==> src/rtl/regfile_param.sv <==
// regfile_param -- parametrised 2-read / 1-write register bank for the
// decode stage. Entry INIT_IDX comes out of reset holding INIT_VAL; every
// other entry comes out holding 0. A sequenced sweep writes these values
// one entry per cycle after reset is released.
//
// Optional feature macro: REGFILE_WR_BYPASS_EN
//   defined   : write-first forwarding. A legal write shows up on a read
//               port with the same address in the same cycle.
//   undefined : read-before-write. The old contents are returned until
//               the edge that commits the write.
//
// Ports:
//   clk      in   rising-edge clock
//   reset    in   synchronous, active-high reset
//   we3      in   write enable
//   a3       in   write address   [ADDR_W]
//   wd3      in   write data      [DATA_W]
//   a1, a2   in   read addresses  [ADDR_W]
//   rd1, rd2 out  combinational read data [DATA_W]
//   busy     out  high while reset is held or the init sweep is running
//   wr_drop  out  registered 1-cycle pulse: a write request was discarded
module regfile_param #(
   parameter int DATA_W   = 32,
   parameter int ADDR_W   = 5,
   parameter int DEPTH    = 32,
   parameter bit ZERO_REG = 1'b1,
   parameter int INIT_IDX = 5,
   parameter logic [31:0] INIT_VAL = 32'h000F_FFAF
) (
   input  logic              clk,
   input  logic              reset,
   input  logic              we3,
   input  logic [ADDR_W-1:0] a3,
   input  logic [DATA_W-1:0] wd3,
   input  logic [ADDR_W-1:0] a1,
   input  logic [ADDR_W-1:0] a2,
   output logic [DATA_W-1:0] rd1,
   output logic [DATA_W-1:0] rd2,
   output logic              busy,
   output logic              wr_drop
);

   localparam int IDX_W = (DEPTH > 1) ? $clog2(DEPTH) : 1;
   localparam logic [ADDR_W:0]  DEPTH_W  = (ADDR_W+1)'(DEPTH);
   localparam logic [IDX_W-1:0] LAST_IDX = IDX_W'(DEPTH - 1);
   localparam logic [IDX_W-1:0] INIT_IDX_W = IDX_W'(INIT_IDX);
   localparam bit INIT_IDX_OK = (INIT_IDX >= 0) && (INIT_IDX < DEPTH);
   localparam logic [DATA_W-1:0] INIT_V = DATA_W'(INIT_VAL);

   typedef enum logic {INIT = 1'b0, READY = 1'b1} state_t;

   state_t             state_q, state_d;
   logic [IDX_W-1:0]   idx_q, idx_d;
   logic               wr_drop_q, wr_drop_d;
   logic [DATA_W-1:0]  mem_q [DEPTH];

   logic               mem_we;
   logic [IDX_W-1:0]   mem_wa;
   logic [DATA_W-1:0]  mem_wd;
   logic               wr_legal;

   function automatic logic in_range(input logic [ADDR_W-1:0] a);
      return ({1'b0, a} < DEPTH_W);
   endfunction

   function automatic logic zero_hit(input logic [ADDR_W-1:0] a);
      return ZERO_REG && (a == '0);
   endfunction

   // Read mux for one port. Out-of-range and zero-register addresses read 0,
   // and everything reads 0 until the sweep has finished so decode never
   // sees stale or uninitialised contents.
   function automatic logic [DATA_W-1:0] read_port(
      input logic [ADDR_W-1:0] a,
      input logic [DATA_W-1:0] entry,
      input logic              ready,
      input logic              fwd
   );
      if (!ready || !in_range(a) || zero_hit(a))
         return '0;
      else if (fwd && (a == a3))
         return wd3;
      else
         return entry;
   endfunction

   // A write commits only when not in reset, the sweep is over, and the
   // target is a real, writable entry.
   assign wr_legal = !reset && (state_q == READY) && we3 && in_range(a3) && !zero_hit(a3);

   always_ff @(posedge clk) begin
      if (reset) begin
         state_q   <= INIT;
         idx_q     <= '0;
         wr_drop_q <= 1'b0;
      end else begin
         state_q   <= state_d;
         idx_q     <= idx_d;
         wr_drop_q <= wr_drop_d;
      end
   end

   // Storage has no reset; the sweep provides the initial contents.
   always_ff @(posedge clk) begin
      if (mem_we)
         mem_q[mem_wa] <= mem_wd;
   end

   always_comb begin
      state_d   = state_q;
      idx_d     = idx_q;
      wr_drop_d = 1'b0;
      mem_we    = 1'b0;
      mem_wa    = idx_q;
      mem_wd    = '0;
      case (state_q)
         INIT: begin
            mem_we    = !reset;
            mem_wa    = idx_q;
            mem_wd    = (INIT_IDX_OK && (idx_q == INIT_IDX_W)) ? INIT_V : '0;
            wr_drop_d = we3;
            if (idx_q == LAST_IDX) begin
               state_d = READY;
               idx_d   = '0;
            end else begin
               idx_d   = idx_q + 1'b1;
            end
         end
         READY: begin
            mem_we    = wr_legal;
            mem_wa    = a3[IDX_W-1:0];
            mem_wd    = wd3;
            // Zero-register writes are silently ignored, only out-of-range
            // addresses are reported as dropped.
            wr_drop_d = we3 && !in_range(a3);
         end
         default: begin
            state_d = INIT;
            idx_d   = '0;
         end
      endcase
   end

   logic fwd;
`ifdef REGFILE_WR_BYPASS_EN
   assign fwd = wr_legal;
`else
   assign fwd = 1'b0;
`endif

   assign rd1     = read_port(a1, mem_q[a1[IDX_W-1:0]], state_q == READY, fwd);
   assign rd2     = read_port(a2, mem_q[a2[IDX_W-1:0]], state_q == READY, fwd);
   assign busy    = reset || (state_q != READY);
   assign wr_drop = wr_drop_q;

endmodule

==> config.mk <==
export PLATFORM = sky130hd
export DESIGN_NAME = regfile_param
export DESIGN_NICKNAME = d
export VERILOG_FILES = /design/src/rtl/regfile_param.sv
export SDC_FILE = /design/constraint.sdc
export NUM_CORES = 1
export LEC_CHECK = 0
export CAP_MARGIN = 20
export CORE_ASPECT_RATIO = 1.75
export CORE_MARGIN = 2
export CORE_UTILIZATION = 45
export DETAILED_ROUTE_END_ITERATION = 7
export GPL_ROUTABILITY_DRIVEN = 0
export SLEW_MARGIN = 20
export SYNTH_ARGS = -nofsm -noshare
export SYNTH_HDL_FRONTEND = slang
export SYNTH_SLANG_ARGS = --single-unit
==> constraint.sdc <==
create_clock -name clk -period 4.33 [get_ports clk]
set_input_delay 1.299 -clock clk [delete_from_list [all_inputs] [get_ports clk]]
set_output_delay 1.299 -clock clk [all_outputs]
set_load 0.03 [all_outputs]
==> results of run 1 <==
[synthesized netlist by cell type, drive strengths merged (7+ instances only)]
cell	n
nand2b	7
a31oi	63
nand2	72
mux2i	522
nand3	140
edfxtp	1024
nor2	52
a22oi	260
clkbuf	86
and2	21
a21o	19
nor2b	8
mux4	252
nand4	67
a22o	62
dfxtp	7
buf	151
[layout make-up]
class | count | area, um^2 | share of cell area [%]
clock buffer | 114 | 2530 | 4.211
antenna | 1 | 2.502 | 0.004165
clock inverter | 65 | 683.2 | 1.137
multi-input combinational | 1584 | 16930 | 28.18
timing repair buffer | 536 | 7335 | 12.21
sequential | 1031 | 30890 | 51.42
tap | 1360 | 1702 | 2.832
inverter | 2 | 7.507 | 0.01250
[layout by cell type (no fill, tap or decap), types with 4 or more instances in the layout]
cell type / count
buf_12: 186
buf_4: 226
nand2_1: 72
nor2_4: 40
nor2_1: 12
a31oi_2: 19
clkbuf_1: 12
clkdlybuf4s50_1: 41
nor2b_4: 8
clkinv_2: 16
a22oi_1: 225
buf_8: 10
a22oi_2: 35
nand3_1: 131
buf_16: 24
a21o_1: 13
nand4_1: 67
edfxtp_1: 1024
mux2i_1: 522
a31oi_1: 40
clkbuf_16: 103
nor3_1: 4
dfxtp_1: 6
clkinvlp_4: 6
clkinv_1: 22
bufinv_16: 12
o21ai_0: 5
and2_2: 14
nand3_2: 9
a22o_1: 60
and2_4: 4
a31oi_4: 4
buf_6: 35
clkbuf_8: 6
a21oi_1: 5
mux4_2: 252
a21o_2: 6
nand2b_1: 7
[report_power, final]
group	leakage [nW]	switching (mW)	internal [mW]
clock	1.56	3.87	4.91
sequential	9.74	0.0296	10.9
combinational	10.0	0.960	0.865
total	21.3	4.86	16.7
[state kept, by name, indices dropped and copies added (netlist names)]
register	flops
wr_drop	1
mem_q	1024
idx_q	5
state_q	1
[worst min-delay path by stage]
stage                          start                     to  slack (ps)  cells after the start
3_5_place_dp   idx_q[2]$_SDFFE_PP0N_  idx_q[3]$_SDFFE_PP0N_         560                      2
4_1_cts        idx_q[2]$_SDFFE_PP0N_  idx_q[3]$_SDFFE_PP0N_         570                      2
3_3_place_gp   idx_q[2]$_SDFFE_PP0N_  idx_q[3]$_SDFFE_PP0N_         550                      2
2_1_floorplan  idx_q[3]$_SDFFE_PP0N_  idx_q[3]$_SDFFE_PP0N_         500                      2
6_report       idx_q[2]$_SDFFE_PP0N_  idx_q[3]$_SDFFE_PP0N_         560                      2
5_1_grt        idx_q[2]$_SDFFE_PP0N_  idx_q[2]$_SDFFE_PP0N_         630                      2
[through the flow]
| stage | worst slack, ps | utilization (%) | hold WS [ps] |
|---|---|---|---|
| after floorplan | 143.4 | - | 502.9 |
| after global placement | -541.7 | 51.73 | 547.4 |
| after detailed placement | -541.9 | 51.73 | 560.0 |
| after CTS | -186.9 | 55.93 | 569.2 |
| after global routing | -165.3 | 56.59 | 625.8 |
| final | -172.1 | 56.59 | 561.6 |
[logic make-up after synthesis]
family	share of synthesized area (%)
AO/OA/AOI/OAI	6.457
adder cells (fa/ha/maj)	0.07786
buffers and inverters	2.645
flip-flops	64.07
multiplexers	22.63
AND/OR/NAND/NOR	4.119
[per-layer routing]
layer | share of wire (%) | global-route usage, % | up-vias
met5 | 0.033 | 0 | -
met2 | 51 | 54.28 | 2010
met3 | 8.4 | 5.038 | 614
li1 | - | - | 12770
met4 | 7.1 | 18.87 | 8
met1 | 34 | 36.83 | 16670
[critical path, stage by stage]
cell and delay, ps:
buf_16 160, buf_12 160, mux4_2 550, a22o_4 290
a31oi_4 180, nand4_1 200, buf_4 210, buf_12 130
[what timing repair did]
item	in CTS	in global routing
setup buffers	40	31
gates resized for setup	123	76
hold buffers	0	0
setup endpoints to repair	64	64
pin swaps	79	75
gates cloned	14	7
==> results.toml, run 1 <==
[sta]
rsz0062_at_grt = "true"
period_minus_slack_ps = 4502
setup_viol_count_final = 44
fin_ws_ps = -172.1
worst_slew_pin_slew_ps = 1141
fin_setup_tns_ps = -3106
timing.final.crit_share_pct = 104.0
slew_viol_final = 0
fin_worst_skew_ps = 36.00
fmax_mhz = 222.1
hold_viol = 0
slew_headroom_pct = 23.95

[drt]
drtAntennaViolNets = 0
vias_per_cell = 6.833
drt_iter0_drc = 3861
wire_per_inst_um = 37.11
drc = 0
vias = 32070
drt-pass1-iter-count = 6
wirelength_mm = 174.2

[setup_path]
reg2reg_depth = 5
critPathLaunch = "a2[0]"
cp-end-kind = "output port"
r2r_end = "mem_q[12][30]$_DFFE_PP_"
critPathLaunchType = "input pin"
arrival_ps = 3200
endpoint = "rd2[18]"
crit_fanout = 6
worstPathRequired_ps = 3030
crit_type = "input pin to output port"
r2r_setup_slack_ps = 910
worstReg2RegStart = "state_q$_SDFF_PP0_"

[floorplanning]
initial_core_util_pct = 45.42
dieWidth_um = 251.4
io_pins = 116
die_y_um = 437.0
core_region_area_mm2 = 0.1062
die_area_mm2 = 0.1099
core.rowCount = 158

[yosys]
synth_nets = 2907
yosysTopAreaCellShare_pct = 63.78
syn_area_mm2 = 0.04821
synth_warnings = 0
netlist_instances = 2854
seq_area_frac_synth_pct = 64.07
avgSynthCellArea_um2 = 16.89
yosysTopAreaCell = "edfxtp_1"
ys_top_cells_by_area = "edfxtp_1, mux4_2, mux2i_1"
synthFlopType = "edfxtp_1"
yosysUniqueCellTypes = 41
synth-async-reset-ratio_pct = 0
synth_edf_count = 1024
synth_seq_cells = 1031

[grt]
grt_pass1_vias = 33080
grt_overflow = 0
grt_usage_pct = 31.42
antenna_found_initial = 5
grt_first_pass_wirelength_mm = 241.0
grt_max_degree = 57

[run]
maxCapViolCount = 0

[cts]
cts_made_buffers = 95
ctsLongestPathBuffers = 3
clk_latency_ps = 720
clk_pin_slew_ps = 60
cts_sinks = 1031
tritoncts = "done"
cts-root-buf = "clkbuf_16"
htree_levels = 3

[pwr]
p_total_mw = 21.54
power.leakage_nw = 21.34
peakVddDrop_mv = 0.3212
pwr_density_cell_mw_per_mm2 = 358.6

[cells_and_area]
final_nets = 3303
syn_to_final_growth_pct = 24.62
nFillCells = 8002
layout.cells.non_filler = 4693
drive_gt1_share_pct = 31.36
postLayoutCellArea_mm2 = 0.06008

[status]
outcome = "finished, violations left"
violations = "setup timing"

[placed_design]
hpwl_mm = 111.4
io_buffers = 115
dpl.cell_count = 4428
place_area_mm2 = 0.05492

[min_path]
hold_class = "flip-flop to flip-flop"
No activity file was read; power rests on OpenSTA's default activity.
==> run 2: changes to the inputs <==
--- a/config.mk
+++ b/config.mk
@@ -8,7 +8,7 @@
 export CAP_MARGIN = 20
 export CORE_ASPECT_RATIO = 1.75
 export CORE_MARGIN = 2
-export CORE_UTILIZATION = 45
+export CORE_UTILIZATION = 35
 export DETAILED_ROUTE_END_ITERATION = 7
 export GPL_ROUTABILITY_DRIVEN = 0
 export SLEW_MARGIN = 20
==> run 2 against run 1 <==
Critical path depth up 4. Sequential share of layout area shrank 1.5 points. The flow still finishes with violations (setup timing). Wire length is 5.8% higher. Register-to-register slack better by 110 ps. Via count grew 1.5%. Total power fell by 1.3%.
==> results.toml, run 2 (synthesized netlist as in run 1, its figures left out) <==
[sta]
rsz0062_at_grt = "true"
period_minus_slack_ps = 4483
slew_headroom_pct = 27.22
fmax_mhz = 223.1
worst_slew_pin_slew_ps = 1092
fin_worst_skew_ps = 40.63
fin_ws_ps = -153.0
setup_viol_count_final = 42
hold_viol = 0
timing.final.crit_share_pct = 103.5
slew_viol_final = 0
fin_setup_tns_ps = -2759

[cells_and_area]
final_common_cell = "edfxtp_1"
max_flop_register = "mem_q"
syn_to_final_growth_pct = 28.28
top_regs = "mem_q x1024, idx_q x5"
final_nets = 3404
mostFrequentLayoutCells = "edfxtp_1, mux2i_1, buf_4"
drive_gt1_share_pct = 32.86
largest_reg_flops = 1024

[drt]
vias_per_cell = 6.199
wire_per_inst_um = 35.09
wirelength_mm = 184.3
drt_iter0_drc = 3718
drtAntennaViolNets = 0
drt-pass1-iter-count = 6
vias = 32550
drc = 0

[pwr]
p_total_mw = 21.26
peakVddDrop_mv = 0.3323
pwr_density_cell_mw_per_mm2 = 343.7
power.leakage_nw = 22.02

[grt]
grt_max_degree = 60
grt_first_pass_wirelength_mm = 247.9
antenna_found_initial = 6
grt_pass1_vias = 33000
grt_usage_pct = 25.27
grt_overflow = 0

[floorplanning]
io_pins = 116
initial_core_util_pct = 35.15
core.rowCount = 180
dieWidth_um = 284.6
die_area_mm2 = 0.1409
core_region_area_mm2 = 0.1372
die_y_um = 495.0

[cts]
cts_made_buffers = 91
clk_pin_slew_ps = 70
clk_latency_ps = 710
ctsLongestPathBuffers = 3
cts_hold_buffers = 0
cts_sinks = 1031
htree_levels = 3
cts-root-buf = "clkbuf_16"
tritoncts = "done"

[status]
violations = "setup timing"
outcome = "finished, violations left"

[placed_design]
hpwl_mm = 112.2
io_buffers = 115

[run]
maxCapViolCount = 0

[setup_path]
cp_slowest_cell = "nand4_1"
arrival_ps = 3180
crit_path_frequent_cell = "buf_6"
crit_path_cell_trace = "buf_16 -> buf_16 -> buf_6 -> buf_6 -> nor2b_4 -> buf_6 -> buf_12 -> a22oi_2 -> a31oi_1 -> buf_4 -> nand4_1 -> buf_12"
worstPathRequired_ps = 3030
max_stage_delay_ps = 200
critPathLaunchType = "input pin"
cp-end-kind = "output port"
crit_type = "input pin to output port"
crit_fanout = 7

[min_path]
hold_class = "flip-flop to flip-flop"
## run 2: cell count changes in the layout (fill, tap and decap cells not counted), sizes merged
cell,delta
bufbuf,+4
clkinv,+4
inv,-2
clkinvlp,-1
clkbuf,-2
bufinv,-2
buf,+94
diode,+3
## run 2: metal layers
layer / vias to the layer above / GRT usage, % / wire [um]
met2: 1937 / 43.54 / 91510
met1: 17020 / 28.35 / 62500
met4: 6 / 17.02 / 14640
li1: 12930 / - / -
met3: 661 / 4.936 / 15580
met5: - / 0 / 34
## run 2: report_power, final
part	internal, mW	switching [mW]
registers	10.9	0.0296
logic	0.955	1.01
clock network	4.57	3.78
## run 2: per-stage QoR
step | setup slack [ps] | std cells | utilization, % | instance area (um^2) | hold WS (ps)
after detailed placement | -503.4 | 4938 | 40.67 | 55780 | 566.3
final | -153.0 | 5251 | 45.09 | 61850 | 576.8
after CTS | -134.9 | 5195 | 44.34 | 60810 | 575.7
after global placement | -455.9 | 4938 | 40.67 | 55780 | 548.8
after floorplan | 143.4 | 2854 | - | 48210 | 502.9
after global routing | -153.5 | 5248 | 45.09 | 61840 | 600.0
## run 2: final cells by class
cell class                      count  area (um^2)
Fill cell                       11660        75310
Sequential cell                  1031        30890
Multi-Input combinational cell   1584        16920
Timing Repair Buffer              641         8762
Clock buffer                      105         2394
Tap cell                         1820         2277
Clock inverter                     64        590.6
Antenna cell                        4        10.01
Inverter                            2        7.507
## run 2: final timing paths
kind / slack, ps / from / to / cells past startpoint
worst min-delay path: 580 / idx_q[2]$_SDFFE_PP0N_ / idx_q[3]$_SDFFE_PP0N_ / 2
worst max-delay path: -150 / a1[0] / rd1[29] / 12
worst min register to register: 580 / idx_q[2]$_SDFFE_PP0N_ / idx_q[3]$_SDFFE_PP0N_ / 2
worst max register to register: 1020 / state_q$_SDFF_PP0_ / mem_q[6][24]$_DFFE_PP_ / 5
## run 2: timing repair
item / 4_1_cts / 5_1_grt
gates resized for setup: 163 / 85
pin swaps: 84 / 101
setup buffers: 65 / 44
setup endpoints to repair: 64 / 63
cloned: 24 / 13
## run 2: critical path, delay by kind of cell
family	cells	cell delay (ps)
AND/OR/NAND/NOR	2	360
AO/OA/AOI/OAI	2	250
buffers and inverters	8	1260
